[config.mk]
export PLATFORM = sky130hd
export DESIGN_NAME = alu_seq
export DESIGN_NICKNAME = d
export VERILOG_FILES = /design/src/rtl/alu_seq_pkg.sv /design/src/rtl/alu_seq_div.sv /design/src/rtl/alu_seq.sv
export SDC_FILE = /design/constraint.sdc
export NUM_CORES = 1
export LEC_CHECK = 0
export CAP_MARGIN = 20
export CORE_ASPECT_RATIO = 0.8
export CORE_MARGIN = 2
export CORE_UTILIZATION = 55
export DETAILED_ROUTE_END_ITERATION = 6
export PLACE_DENSITY = 0.81
export SETUP_SLACK_MARGIN = 0.02
export SLEW_MARGIN = 20
export SYNTH_ARGS = -nofsm -noshare
export SYNTH_HDL_FRONTEND = slang
export SYNTH_HIERARCHICAL = 1
export SYNTH_SLANG_ARGS = --single-unit
[constraint.sdc]
create_clock -name clock -period 4.4 [get_ports clock]
set_input_delay 0.66 -clock clock [delete_from_list [all_inputs] [get_ports clock]]
set_output_delay 0.66 -clock clock [all_outputs]
set_load 0.02 [all_outputs]
[src/rtl/alu_seq_pkg.sv]
// Shared types and constants for the handshaked sequential ALU.
package alu_seq_pkg;

    typedef enum logic [3:0] {
        OP_ADD = 4'b0000,
        OP_SUB = 4'b0001,
        OP_MUL = 4'b0010,
        OP_DIV = 4'b0011
    } op_e;

    // Fixed encoding keeps the state register compatible with the legacy block.
    typedef enum logic [1:0] {
        IDLE = 2'd0,
        DIV  = 2'd1,
        DONE = 2'd2
    } state_e;

    localparam logic [7:0] BAD_VALUE_DEFAULT = 8'hAC;

endpackage

[src/rtl/alu_seq_div.sv]
// Iterative restoring divider: one quotient bit per clock, MSB first.
// The first step runs on the start cycle, so done pulses WIDTH cycles after start.
module alu_seq_div #(
    parameter int WIDTH = 8
) (
    input  logic             clock,
    input  logic             reset_n,
    input  logic             start,
    input  logic [WIDTH-1:0] dividend,
    input  logic [WIDTH-1:0] divisor,
    output logic             done,
    output logic [WIDTH-1:0] quotient,
    output logic [WIDTH-1:0] remainder
);

    localparam int CW = $clog2(WIDTH + 1);

    logic [CW-1:0]    count_q;
    logic [WIDTH-1:0] rem_q, quo_q, dsr_q;
    logic             done_q;

    logic [WIDTH-1:0] rem_in, quo_in, dsr_in, rem_step, quo_step;
    logic [WIDTH:0]   trial, trial_diff;
    logic             q_bit;

    // quo_q shifts dividend bits out of its top while quotient bits enter at the bottom.
    // NOTE: every always_comb output gets a default first so no path leaves it unassigned (no latch).
    always_comb begin
        rem_in     = start ? '0 : rem_q;
        quo_in     = start ? dividend : quo_q;
        dsr_in     = start ? divisor : dsr_q;
        trial      = {rem_in, quo_in[WIDTH-1]};
        trial_diff = trial - {1'b0, dsr_in};
        q_bit      = 1'b0;
        rem_step   = trial[WIDTH-1:0];
        if (trial >= {1'b0, dsr_in}) begin
            q_bit    = 1'b1;
            rem_step = trial_diff[WIDTH-1:0];
        end
        quo_step = {quo_in[WIDTH-2:0], q_bit};
    end

    // NOTE: sequential state uses non-blocking assignments so every flop samples pre-edge values.
    // NOTE: datapath registers are reset too, so an aborted divide leaves nothing visible behind.
    always_ff @(posedge clock or negedge reset_n) begin
        if (!reset_n) begin
            count_q <= '0;
            rem_q   <= '0;
            quo_q   <= '0;
            dsr_q   <= '0;
            done_q  <= 1'b0;
        end else begin
            done_q <= 1'b0;
            if (start) begin
                rem_q   <= rem_step;
                quo_q   <= quo_step;
                dsr_q   <= divisor;
                count_q <= CW'(WIDTH - 1);
            end else if (count_q != '0) begin
                rem_q   <= rem_step;
                quo_q   <= quo_step;
                count_q <= count_q - CW'(1);
                if (count_q == CW'(1)) begin
                    done_q <= 1'b1;
                end
            end
        end
    end

    assign done      = done_q;
    assign quotient  = quo_q;
    assign remainder = rem_q;

endmodule

[src/rtl/alu_seq.sv]
// Handshaked unsigned ALU: add/sub/mul in one cycle, iterative divide, one op in flight.
module alu_seq
    import alu_seq_pkg::*;
#(
    parameter int               WIDTH     = 8,
    parameter logic [WIDTH-1:0] BAD_VALUE = WIDTH'(BAD_VALUE_DEFAULT)
) (
    input  logic             clock,
    input  logic             reset_n,
    input  logic             in_valid,
    output logic             in_ready,
    input  logic [WIDTH-1:0] a,
    input  logic [WIDTH-1:0] b,
    input  logic [3:0]       op,
    output logic             out_valid,
    input  logic             out_ready,
    output logic [WIDTH-1:0] result,
    output logic [WIDTH-1:0] remainder,
    output logic             carry,
    output logic             zero,
    output logic             err,
    output logic             busy
);

    state_e state_q, state_nxt;
    logic   rdy_en_q;

    logic [WIDTH-1:0] result_q, remainder_q;
    logic             carry_q, zero_q, err_q;

    logic [WIDTH-1:0]   res_nxt, rem_nxt;
    logic               carry_nxt, zero_nxt, err_nxt, load_out;
    logic               div_start, div_done;
    logic [WIDTH-1:0]   div_quo, div_rem;
    logic [WIDTH:0]     sum_w;
    logic [WIDTH-1:0]   diff_w;
    logic [2*WIDTH-1:0] prod_w;

    alu_seq_div #(.WIDTH(WIDTH)) u_div (
        .clock     (clock),
        .reset_n   (reset_n),
        .start     (div_start),
        .dividend  (a),
        .divisor   (b),
        .done      (div_done),
        .quotient  (div_quo),
        .remainder (div_rem)
    );

    assign sum_w  = {1'b0, a} + {1'b0, b};
    assign diff_w = a - b;
    assign prod_w = {{WIDTH{1'b0}}, a} * {{WIDTH{1'b0}}, b};

    always_comb begin
        state_nxt = state_q;
        load_out  = 1'b0;
        div_start = 1'b0;
        res_nxt   = '0;
        rem_nxt   = '0;
        carry_nxt = 1'b0;
        err_nxt   = 1'b0;
        case (state_q)
            IDLE: begin
                if (in_valid && in_ready) begin
                    load_out  = 1'b1;
                    state_nxt = DONE;
                    case (op)
                        OP_ADD: begin
                            res_nxt   = sum_w[WIDTH-1:0];
                            carry_nxt = sum_w[WIDTH];
                        end
                        OP_SUB: begin
                            res_nxt   = diff_w;
                            carry_nxt = (a < b);
                        end
                        OP_MUL: begin
                            res_nxt   = prod_w[WIDTH-1:0];
                            carry_nxt = |prod_w[2*WIDTH-1:WIDTH];
                        end
                        OP_DIV: begin
                            if (b == '0) begin
                                res_nxt = '1;
                                rem_nxt = a;
                                err_nxt = 1'b1;
                            end else begin
                                load_out  = 1'b0;
                                div_start = 1'b1;
                                state_nxt = DIV;
                            end
                        end
                        default: begin
                            res_nxt = BAD_VALUE;
                            err_nxt = 1'b1;
                        end
                    endcase
                end
            end
            DIV: begin
                if (div_done) begin
                    load_out  = 1'b1;
                    res_nxt   = div_quo;
                    rem_nxt   = div_rem;
                    state_nxt = DONE;
                end
            end
            DONE: begin
                if (out_ready) begin
                    state_nxt = IDLE;
                end
            end
            default: state_nxt = IDLE;
        endcase
        zero_nxt = (res_nxt == '0);
    end

    // rdy_en_q keeps in_ready low until the first edge after reset releases.
    always_ff @(posedge clock or negedge reset_n) begin
        if (!reset_n) begin
            state_q     <= IDLE;
            rdy_en_q    <= 1'b0;
            result_q    <= '0;
            remainder_q <= '0;
            carry_q     <= 1'b0;
            zero_q      <= 1'b0;
            err_q       <= 1'b0;
        end else begin
            state_q  <= state_nxt;
            rdy_en_q <= 1'b1;
            if (load_out) begin
                result_q    <= res_nxt;
                remainder_q <= rem_nxt;
                carry_q     <= carry_nxt;
                zero_q      <= zero_nxt;
                err_q       <= err_nxt;
            end
        end
    end

    assign in_ready  = rdy_en_q && (state_q == IDLE);
    assign out_valid = (state_q == DONE);
    assign busy      = (state_q != IDLE);
    assign result    = result_q;
    assign remainder = remainder_q;
    assign carry     = carry_q;
    assign zero      = zero_q;
    assign err       = err_q;

endmodule

---- After elaboration in Yosys (flattened, before gate mapping) ----
Cells that the tools add are included.
Widths: inputs -> output; s select.
storage, ports and cells
  flip-flop bits (word level) ............. 51
  input port bits ......................... 24
cells by class
  eq/ne operators ......................... 9
  $lt $le $gt $ge ......................... 2
  mux-type cells .......................... 45
  multiply operators ...................... 1
  reduce and logical (&&, ||, !) cells .... 12
  add/subtract/negate cells ............... 4
operator list
  cell                 count
  $mux 8               15
  $pmux 8 s2           2
  $pmux 8 s4           1
  $logic_not 8->1      2
  $mul 8x8->16         1
  $mux 1               16
  $sub 8x8->8          2
  $mux 2               5
  $add 8x8->9          1
  $ge 9x8->1           1
  $eq 4x1->1 const B   2
  $eq 4x2->1 const B   2
  $lt 8x8->1           1
  $mux 4               2
  $reduce_or 8->1      1
  $pmux 2 s3           1
  $logic_not 4->1      1
  $ne 2x1->1 const B   2
  $pmux 1 s2           2
  $reduce_bool 2->1    2
  $reduce_bool 4->1    1
  $sub 4x1->4 const B  1
  $pmux 1 s3           1
  $reduce_and 3->1     1
  6 further kinds      7

---- Logic depth before layout (Yosys ltp) ----
Gate-level depths: netlist of the first run.
  depth in word-level cells ............... 10
  gate-level depth with buffers ........... 18

---- Cells and area by module ----
The synthesis of the first run kept the hierarchy.
modules (own cells, without submodules)
  module       area each (µm²)  cells each  sequential area each (µm²)  times used
  alu_seq      4015.1           487         550.5                       1
  alu_seq_div  1767.9           177         725.7                       1

---- Worst setup path before layout of the first run ----
No wires, ideal clock.
  path kind ............................... input -> register
  start ................................... input port a[4]
  end ..................................... register carry_q (netlist: carry)
  cell stages on the path ................. 16
  data arrival time ....................... 4.554 ns
  setup time .............................. 0.124 ns
  data required time ...................... 4.276 ns
  slack ................................... -0.278 ns
  cells stage by stage .................... ha_1 fa_1 inv_1 fa_1 fa_1 fa_1 inv_1 ha_1 o21ai_0 a21oi_1 o22ai_1 o21bai_1 a21oi_1 xnor2_1 nand4_1 o31a_1
between the ends
  cells in the longest elaborated chain, start to end .. 5
  elaborated cells between the ends (all ways) .. 7
RTL lines
  element                 line            source
  start: declaration      alu_seq.sv:12   input logic [WIDTH-1:0] a,
  $mul 8x8->16            alu_seq.sv:52   assign prod_w = {{WIDTH{1'b0}}, a} * {{WIDTH{1'b0}}, b};
  $reduce_or 8->1         alu_seq.sv:78   carry_nxt = |prod_w[2*WIDTH-1:WIDTH];
  $pmux 1 s3 (*)          alu_seq.sv:67   case (op)
  $mux 1 (*)              alu_seq.sv:64   if (in_valid && in_ready) begin
  $mux 1 (*)              alu_seq.sv:62   case (state_q)
  end signal: assignment  alu_seq.sv:132  carry_q <= carry_nxt;
  end: declaration        alu_seq.sv:29   logic carry_q, zero_q, err_q;
Mark *: on every way between the ends. The rest lies on a longest branch, timed or not.
A chain may end at the register's enable or synchronous reset.

---- Worst setup path in the final report of the first run ----
  start ................................... input port b[3]
  end ..................................... register result_q[7] (netlist: result[7])
between the ends
  cells in the longest elaborated chain, start to end .. 5
  elaborated cells between the ends (all ways) .. 12
RTL lines
  element                                                               line            source
  start: declaration                                                    alu_seq.sv:13   input logic [WIDTH-1:0] b,
  parallel branches: the longest is 5 deep, another holds $mul 8x8->16  --
  end signal: assignment                                                alu_seq.sv:130  result_q <= res_nxt;
  end: declaration                                                      alu_seq.sv:28   logic [WIDTH-1:0] result_q, remainder_q;
Parallel ways; which one is timed is not known.

==> results summary, run 1 <==
The hold violation total from the final report is 0. The critical path is of the primary input to flip-flop type. The number of instances in the synthesized netlist came out at 664.

The clock network power share came out at 0.109. The actual slew at the worst max-slew pin came out at around 1.0 ns. The worst-case clock buffer depth came out at 2. The TritonCTS buffer count is 5.

Sorting the synthesized cells by how often they occur yields 91 x inv_1, 80 x nand2_1, 62 x ha_1. The cell with the largest stage delay on the worst path is fa_1. The routed wire length is 18000 um. The max-cap violation count is 0. In the global route stage, overall resource usage came out at 0.319. The type of the worst min-delay path is primary input to async pin. The met3 usage is 0.0450.

The number of top-level pins came out at 46. The startpoint type of the worst setup path is a primary input. The layer flagged by global routing as most heavily used is met2. The minimum hold slack is roughly 0.48 ns.

The worst relative slew slack came out at 0.328. With fillers left out, the area of the finished cells amounts to 0.00764 mm^2. The post-route antenna net violation count is 0.

The detailed router's first-iteration violation count is roughly 430. The clock network latency to the later pin of the worst-skew pair is between 0.2 and 0.3 ns. The met2 layer usage reported by global route came out at 0.528. The number of nets in the synthesized netlist is 789. The final routed DRC violation total is 0.

The largest total area in the synthesized netlist belongs to dfrtp_1. Yosys attributes the largest share of cell area to dfrtp_1 22%, fa_1 14%, ha_1 13%. The number of levels in the clock H-tree is 2. The net switching power is around 1.6 mW. The area added between synthesis and finish came out at 32.1%. The share of the synthesized area in compound gates (AO/OA/AOI/OAI) came to 0.177. The kind of end point of the critical path is a flip-flop. inv_1 is the most common cell in the netlist. After synthesis, the largest family of logic cells by area is adder cells.

Of the total synthesized cell area, the portion taken by full adders, half adders and majority gates is 0.269. The synthesized flop and latch total came out at between 50 and 60. The Yosys warning count came out at 6. The site row count is 33. Setup slack on the critical path of the routed design comes to -0.0914 ns. The portion of synthesized cell area occupied by the leading cell type came out at 0.221. The part of the Yosys area used for sequential elements came out at 0.221.

The root buffer cell chosen for the clock tree is clkbuf_16. Entering global routing, the biggest net connects 52 pins. The arrival time of data at the critical path endpoint is about 4.7 ns. The power density over the cells came out at between 400 and 500 mW/mm^2. The total internal power is 2.04 mW. The clock edge transition at the registers on the reported setup and hold paths is ~0.070 ns.

Timing would allow up to 223 MHz. The placed instance area came out at 0.00712 mm^2. The register share of total power is 0.207.

The predominant post-synthesis flop cell is dfrtp_1. The maximum fanout along the worst path came out at 4. Measured against the total synthesized area, the mux share comes to 0.0331.

The wire-length estimate of the detail-placed layout is roughly 14000 um. The total core area came out at about 0.010 mm^2. The total leakage power is between 3 and 4 nW.

The clock drives 51 sinks. The total congestion overflow after global routing is 0. For this run, the post-layout net count is between 900 and 1000. The simple-gate portion of the synthesized area is 0.204. The via density per instance came out at just under 6. The combinational share of power is 0.684. The wire length per cell is ~19 um. For this run, the slowest stage of the critical path takes around 0.49 ns. In the final timing run, aggregate negative setup slack is -0.236 ns. The number of enable-type register cells in the synthesized netlist came out at 0. The number of buffer cells added on primary ports came out at 45. The number of different library cells in the post-synthesis netlist is between 70 and 80. The global-route met1 utilization came out at 0.443. The final core area utilization came out at 0.746. The post-synthesis instance area is 0.00578 mm^2. The flow ran to the end, but the final reports show violations.

The number of diodes is 0. Setup repair after global routing could not meet its margin everywhere. The clock tree from TritonCTS is yes. Detailed routing inserted a total of approximately 5600 vias. The final reports fail on negative setup slack. The worst vdd rail ir drop came out at between 0.4 and 0.5 mV.

The number of antenna violations at the first check in global routing is 0. Dividing the final minimum period by the clock period gives 1.02. For the worst setup path, the data required time is between 4 and 5 ns.

For the final database, setup skew stands at 0.00387 ns. The final period demand of the worst path is about 4.5 ns. The effective utilization at floorplan came out at 0.565. The finished layout holds between 900 and 1000 standard cells, fillers aside. The setup violation total in the final timing report came out at 3. Walking the worst path, the cells encountered are buf_4 -> ha_4 -> inv_2 -> fa_1 -> inv_1 -> ha_1 -> inv_1 -> fa_1 -> fa_1 -> inv_2 -> ha_4 -> a211oi_4 -> buf_4 -> nor3b_4 -> o311ai_4 -> a211oi_2 -> nor4_2 -> a211o_2 -> buf_4 -> a21o_2. Routability-driven placement finished with a final weighted congestion of around 0.98.

The die covers roughly 0.011 mm^2. The fraction of synthesized cell area in xor and xnor cells is 0.0227. The die extent in y came out at approximately 96 um. A synthesized cell averages 8.71 um^2. For this run, the detailed router's first-pass iteration total came to 6. In the synthesized netlist the async set-or-reset flop fraction comes to 1.00. The number of pins with negative max-slew slack in the final report is 0. The fraction of power spent switching nets is 0.435. The wire length of the first global-routing pass is between 20000 and 30000 um. The number of global-route vias before repair came out at 5461. The die boundary width is approximately 120 um.

The placed cell count came out at 920. The ratio of cells with drive above 1 in the final layout is 0.249.
[through the flow]
step / setup slack (ns) / total power [mW]
2_1_floorplan: 0.0222 / 2.20
3_3_place_gp: -0.783 / 2.88
3_5_place_dp: -0.920 / 2.97
4_1_cts: -0.104 / 3.44
5_1_grt: -0.173 / 3.87
6_report: -0.0914 / 3.61
[routing by layer]
metal	wire length, um	vias up
met5	0	-
met4	488	0
met3	1290	45
met2	8340	255
met1	7860	2703
li1	-	2563
[power groups by stage]
stage / registers [mW] / logic [mW] / clock network [mW]
after floorplan: 0.742 / 1.46 / 0
after global placement: 0.736 / 2.14 / 0
after detailed placement: 0.745 / 2.22 / 0
after CTS: 0.738 / 2.31 / 0.395
after global routing: 0.759 / 2.70 / 0.415
final: 0.749 / 2.47 / 0.392
[path summary, 6_finish.rpt]
check                                             from                              to  slack, ns  depth (start not counted)
worst min register to register   result[6]$_DFFE_PN0P_           result[6]$_DFFE_PN0P_       0.48                          1
worst max register to register  state_q[0]$_DFFE_PN0P_  u_div/remainder[4]$_DFFE_PN0P_       0.72                         11
worst max-delay path                              b[3]           result[7]$_DFFE_PN0P_      -0.09                         20
max in group asynchronous                      reset_n           result[0]$_DFFE_PN0P_       3.48                          2
worst min-delay path                           reset_n  u_div/remainder[7]$_DFFE_PN0P_       0.48                          2
min in group clock               result[6]$_DFFE_PN0P_           result[6]$_DFFE_PN0P_       0.48                          1
[final cells by class]
type                       instances  area [um^2]
multi-input combinational        506         4400
clock inverter                     1         5.00
inverter                          91          342
clock buffer                       6          139
fill                             791         2600
timing repair buffer             151         1310
tap                              140          175
sequential                        51         1280
[cell families after synthesis]
kind of cell / count (synthesis)
xor gates and xnor gates: 15
and+or+nand+nor: 228
muxes: 19
DFF: 51
other: 1
adders and majority gates: 101
AOI/OAI and AO/OA: 142
buffers and inverters: 107
[layout by cell type (no fill, tap or decap), types with 5 or more instances in the layout]
cell              n
a211oi_2          5
a21oi_1          28
a22oi_1           6
a31oi_1           5
a32oi_1           9
and2_1           28
buf_2             6
buf_4            93
buf_6            13
clkbuf_16         5
clkdlybuf4s50_1  28
dfrtp_1          51
fa_1             36
ha_1             50
ha_4             11
inv_1            81
inv_2            10
mux2i_1          18
nand2_1          71
nand2_4           5
nand2b_1          9
nand3_1           8
nor2_1           36
nor2b_1          15
nor3_1           11
o21ai_0          18
o21ai_1          11
o31a_1            5
xnor2_1          10
xor2_1            5
[flip-flops by register name, summed over array words and instances (netlist names)]
register and cells:
remainder 8, result 8, u_div/dsr_q 8, u_div/quotient 8, u_div/remainder 8, u_div/count_q 4
state_q 2, carry 1, err 1, rdy_en_q 1, u_div/done 1, zero 1
[what timing repair did]
item	in CTS	in global routing
hold buffers	0	0
pin swaps	43	41
setup endpoints to repair	8	3
resized for setup	109	30
setup buffers	17	4
gates cloned	0	0
[critical path: cells and delay by family]
| family | cells | cell delay [ns] |
|---|---|---|
| fa+ha+maj | 6 | 2.04 |
| compound gates | 5 | 0.97 |
| buf+inv | 7 | 0.64 |
| simple gates | 2 | 0.37 |
No activity file was read; power rests on OpenSTA's default activity.
==> run 2: changes to the inputs <==
DONT_BUFFER_PORTS = 1   (was not set)
PLACE_DENSITY = 0.75   (was 0.81)
SKIP_LAST_GASP = 1   (was not set)
==> run 2 against run 1 <==
Compared with the run above: sequential share of layout area rose by 2.9 points; power fell by 8.2%; sequential cell count did not move; the flow now finishes without violations; largest power group unchanged; largest cell class unchanged; critical path depth fell by 3.
==> results summary, run 2 (synthesized netlist as in run 1, its figures left out) <==
For this design the top-level I/O count stands at 46. In this design, the critical path's most frequently occurring cell is fa_1. The number of clock sinks seen by CTS is 51. The stage delay of the slowest cell on the critical path is between 0.5 and 0.6 ns. The critical path contains buffers and inverters numbering 3 combined.

For this run, the post-layout net count is 808. STA classifies the critical path endpoint as a flip-flop. The post-placement setup slack is -0.307 ns. On the critical path the largest part of the delay comes from adder cells. For this design, the slowest cell found on the critical path is fa_1. The routed wire length is ~16000 um.

The clock network power share is 0.124. The worst vdd rail ir drop is ~0.38 mV. The critical path is of the primary input to flip-flop type. The wire length per cell came out at 19.2 um.

In this run the remaining antenna-violating nets after routing total 0. The total core area came out at between 0.01 and 0.015 mm^2. The placed wire-length estimate after detailed placement is between 10000 and 15000 um. The total internal power is around 1.8 mW. The maximum achievable frequency is approximately 230 MHz. The register share of total power came out at 0.236. The number of pins with negative max-slew slack in the final report came out at 0.

The arrival time of data at the critical path endpoint is approximately 4.5 ns. In this run the power spent charging and discharging nets is 1.49 mW. The root buffer cell is clkbuf_16.

The clock network latency to the later pin of the worst-skew pair came out at roughly 0.29 ns. The number of levels in the clock H-tree came out at 2. Across all setup checks in the final design, the least slack found is 0.0889 ns. Across the run, the number of max-cap violations was 0. The total leakage power came out at ~3.0 nW. Of the available clock period, the critical path in the final layout requires 0.980.

The count of filler cells inserted in the layout is approximately 900. In this run, the number of DRC markers left after iteration 0 of detailed routing was roughly 470. For this run, the detailed router's first-pass iteration total came to 5. The maximum fanout along the worst path is 11. The ratio of cells with drive above 1 in the final layout came out at 0.149. STA classifies the critical path startpoint as a primary input. Leaving out fill and tap cells, the most frequent cell in the layout is inv_1. The placed instance area came out at slightly above 0.006 mm^2. The total negative setup slack came out at 0 ns. The number of antenna violations at the first check in global routing is 0. The global-route met1 utilization came out at 0.383.

For met3 alone, demand over resource in global routing was 0.0581. For met2 alone, demand over resource in global routing was 0.456. Once layout is complete, the utilization of the core stands at 0.635. The library cells used most frequently in the layout, excluding fill and tap cells, are 82 x inv_1, 78 x nand2_1, 53 x ha_1. The global-route usage over all layers is 0.280. Row generation in the floorplan step produced 33 rows. For the pin with the worst max-slew slack, the measured transition is 0.946 ns. The most congested layer reported by global routing is met2. The hold violation total from the final report is 0. The die is roughly 120 um wide. Traced cell by cell, the critical path runs through and2_4 -> fa_1 -> inv_2 -> fa_1 -> fa_1 -> fa_1 -> inv_2 -> ha_4 -> o21ai_4 -> a21oi_4 -> buf_4 -> nand2_4 -> o21ai_2 -> a21oi_2 -> nor2_2 -> mux2i_1 -> o31a_1. The initial utilization of the core area, before any placement, comes to 0.565. The endpoint required time on the critical path is approximately 4.6 ns. Hold timing on the final database bottoms out at a slack of approximately 0.052 ns. The number of buffer cells added on primary ports is 0. The floorplan step defined a die boundary enclosing 0.0114 mm^2. The final estimated routing congestion in global placement came out at approximately 0.96. The die extent in y is about 96 um. The type of the worst min-delay path is primary input to async pin. TritonCTS built the clock tree. The final routed DRC violation total is 0.

Summing all non-filler instances in the final layout gives an area of between 0.006 and 0.007 mm^2. The number of global-route vias before repair is around 5000. The setup violation total in the final timing report came out at 0. The TritonCTS buffer count came out at 5.

The wire length of the first global-routing pass is about 25000 um. The vias after detailed routing came out at approximately 5100. The run finished with clean final reports. Between clock sinks in the finished design, the worst skew comes to about 0.0096 ns. The via density per instance is a little over 6. The fraction of power spent switching nets is 0.449. The worst relative slew slack came out at 0.364. The final period demand of the worst path is around 4.3 ns. The worst-case clock buffer depth came out at 2.

The power density over the cells is approximately 500 mW/mm^2. The combinational share of power came out at 0.640. Entering global routing, the biggest net connects 52 pins. The area added between synthesis and finish came out at 12.4%.

After clock tree synthesis, the clock-pin slew on the worst setup and hold paths is around 0.07 ns. The post-cts hold buffer count came out at 0. The number of diodes is 0. Setup repair after global routing left no endpoint under its margin. The total congestion overflow after global routing came out at 0. The slack of the worst reg-to-reg path came out at 0.67 ns.
==> run 2: cell count changes in the layout (fill, tap and decap cells not counted), sizes merged <==
| cell | previous run | this run |
|---|---|---|
| buf | 118 | 28 |
| clkdlybuf4s50 | 28 | 0 |
| dlygate4sd2 | 3 | 0 |
| clkbuf | 8 | 6 |
| clkinvlp | 0 | 1 |
==> run 2: final cells by class <==
cell class | instances | area, um^2 | area share
sequential | 51 | 1280 | 0.196
clock buffer | 6 | 139 | 0.0214
clock inverter | 2 | 16.3 | 0.00250
multi-input combinational | 506 | 4320 | 0.665
tap | 140 | 175 | 0.0270
inverter | 91 | 342 | 0.0526
timing repair buffer | 28 | 226 | 0.0349
==> run 2: final timing paths <==
kind                                                 from                              to  depth (start not counted)
setup / recovery                                     a[6]               carry$_DFFE_PN0P_                         17
hold / removal                                    reset_n          state_q[1]$_DFFE_PN0P_                          0
setup reg to reg                   state_q[0]$_DFFE_PN0P_  u_div/remainder[1]$_DFFE_PN0P_                         12
hold reg to reg            u_div/remainder[1]$_DFFE_PN0P_        remainder[1]$_DFFE_PN0P_                          2
max in group asynchronous                         reset_n               carry$_DFFE_PN0P_                          0
min in group clock         u_div/remainder[1]$_DFFE_PN0P_        remainder[1]$_DFFE_PN0P_                          2
==> run 2: through the flow <==
stage,cells,power (mW)
final,824,3.31
after global routing,824,3.56
after CTS,822,3.14
after detailed placement,813,2.70
after global placement,813,2.61
after floorplan,664,2.20
==> run 2: worst reg2reg max path, cell delays in order, from the launching register on <==
cell and delay, ns:
dfrtp_1 0.45, nor2_1 0.31, nand3_1 0.11, buf_4 0.18, nor2_2 0.35, buf_12 0.25
mux2i_1 0.42, ha_1 0.32, nor2b_1 0.14, o21ai_1 0.34, a31o_1 0.32, a21oi_2 0.11
a221o_1 0.32
==> run 2: repair_timing <==
item / in CTS / in global routing
endpoints found under the setup margin: 1 / 3
buffers inserted: 1 / 2
resized for setup: 1 / 33
pin swaps: 1 / 39
==> run 2: routing by layer <==
layer  part of all wire  wire [um]
met5                  0          0
met4              0.019        298
met1               0.44       6980
met2               0.46       7340
met3              0.074       1170
==> run 2: power groups by stage <==
stage          Sequential, mW  Combinational [mW]  Clock (mW)
6_report                0.781                2.12       0.410
5_1_grt                 0.798                2.33       0.432
4_1_cts                 0.779                1.95       0.411
3_5_place_dp            0.785                1.91           0
3_3_place_gp            0.779                1.83           0
2_1_floorplan           0.742                1.46           0
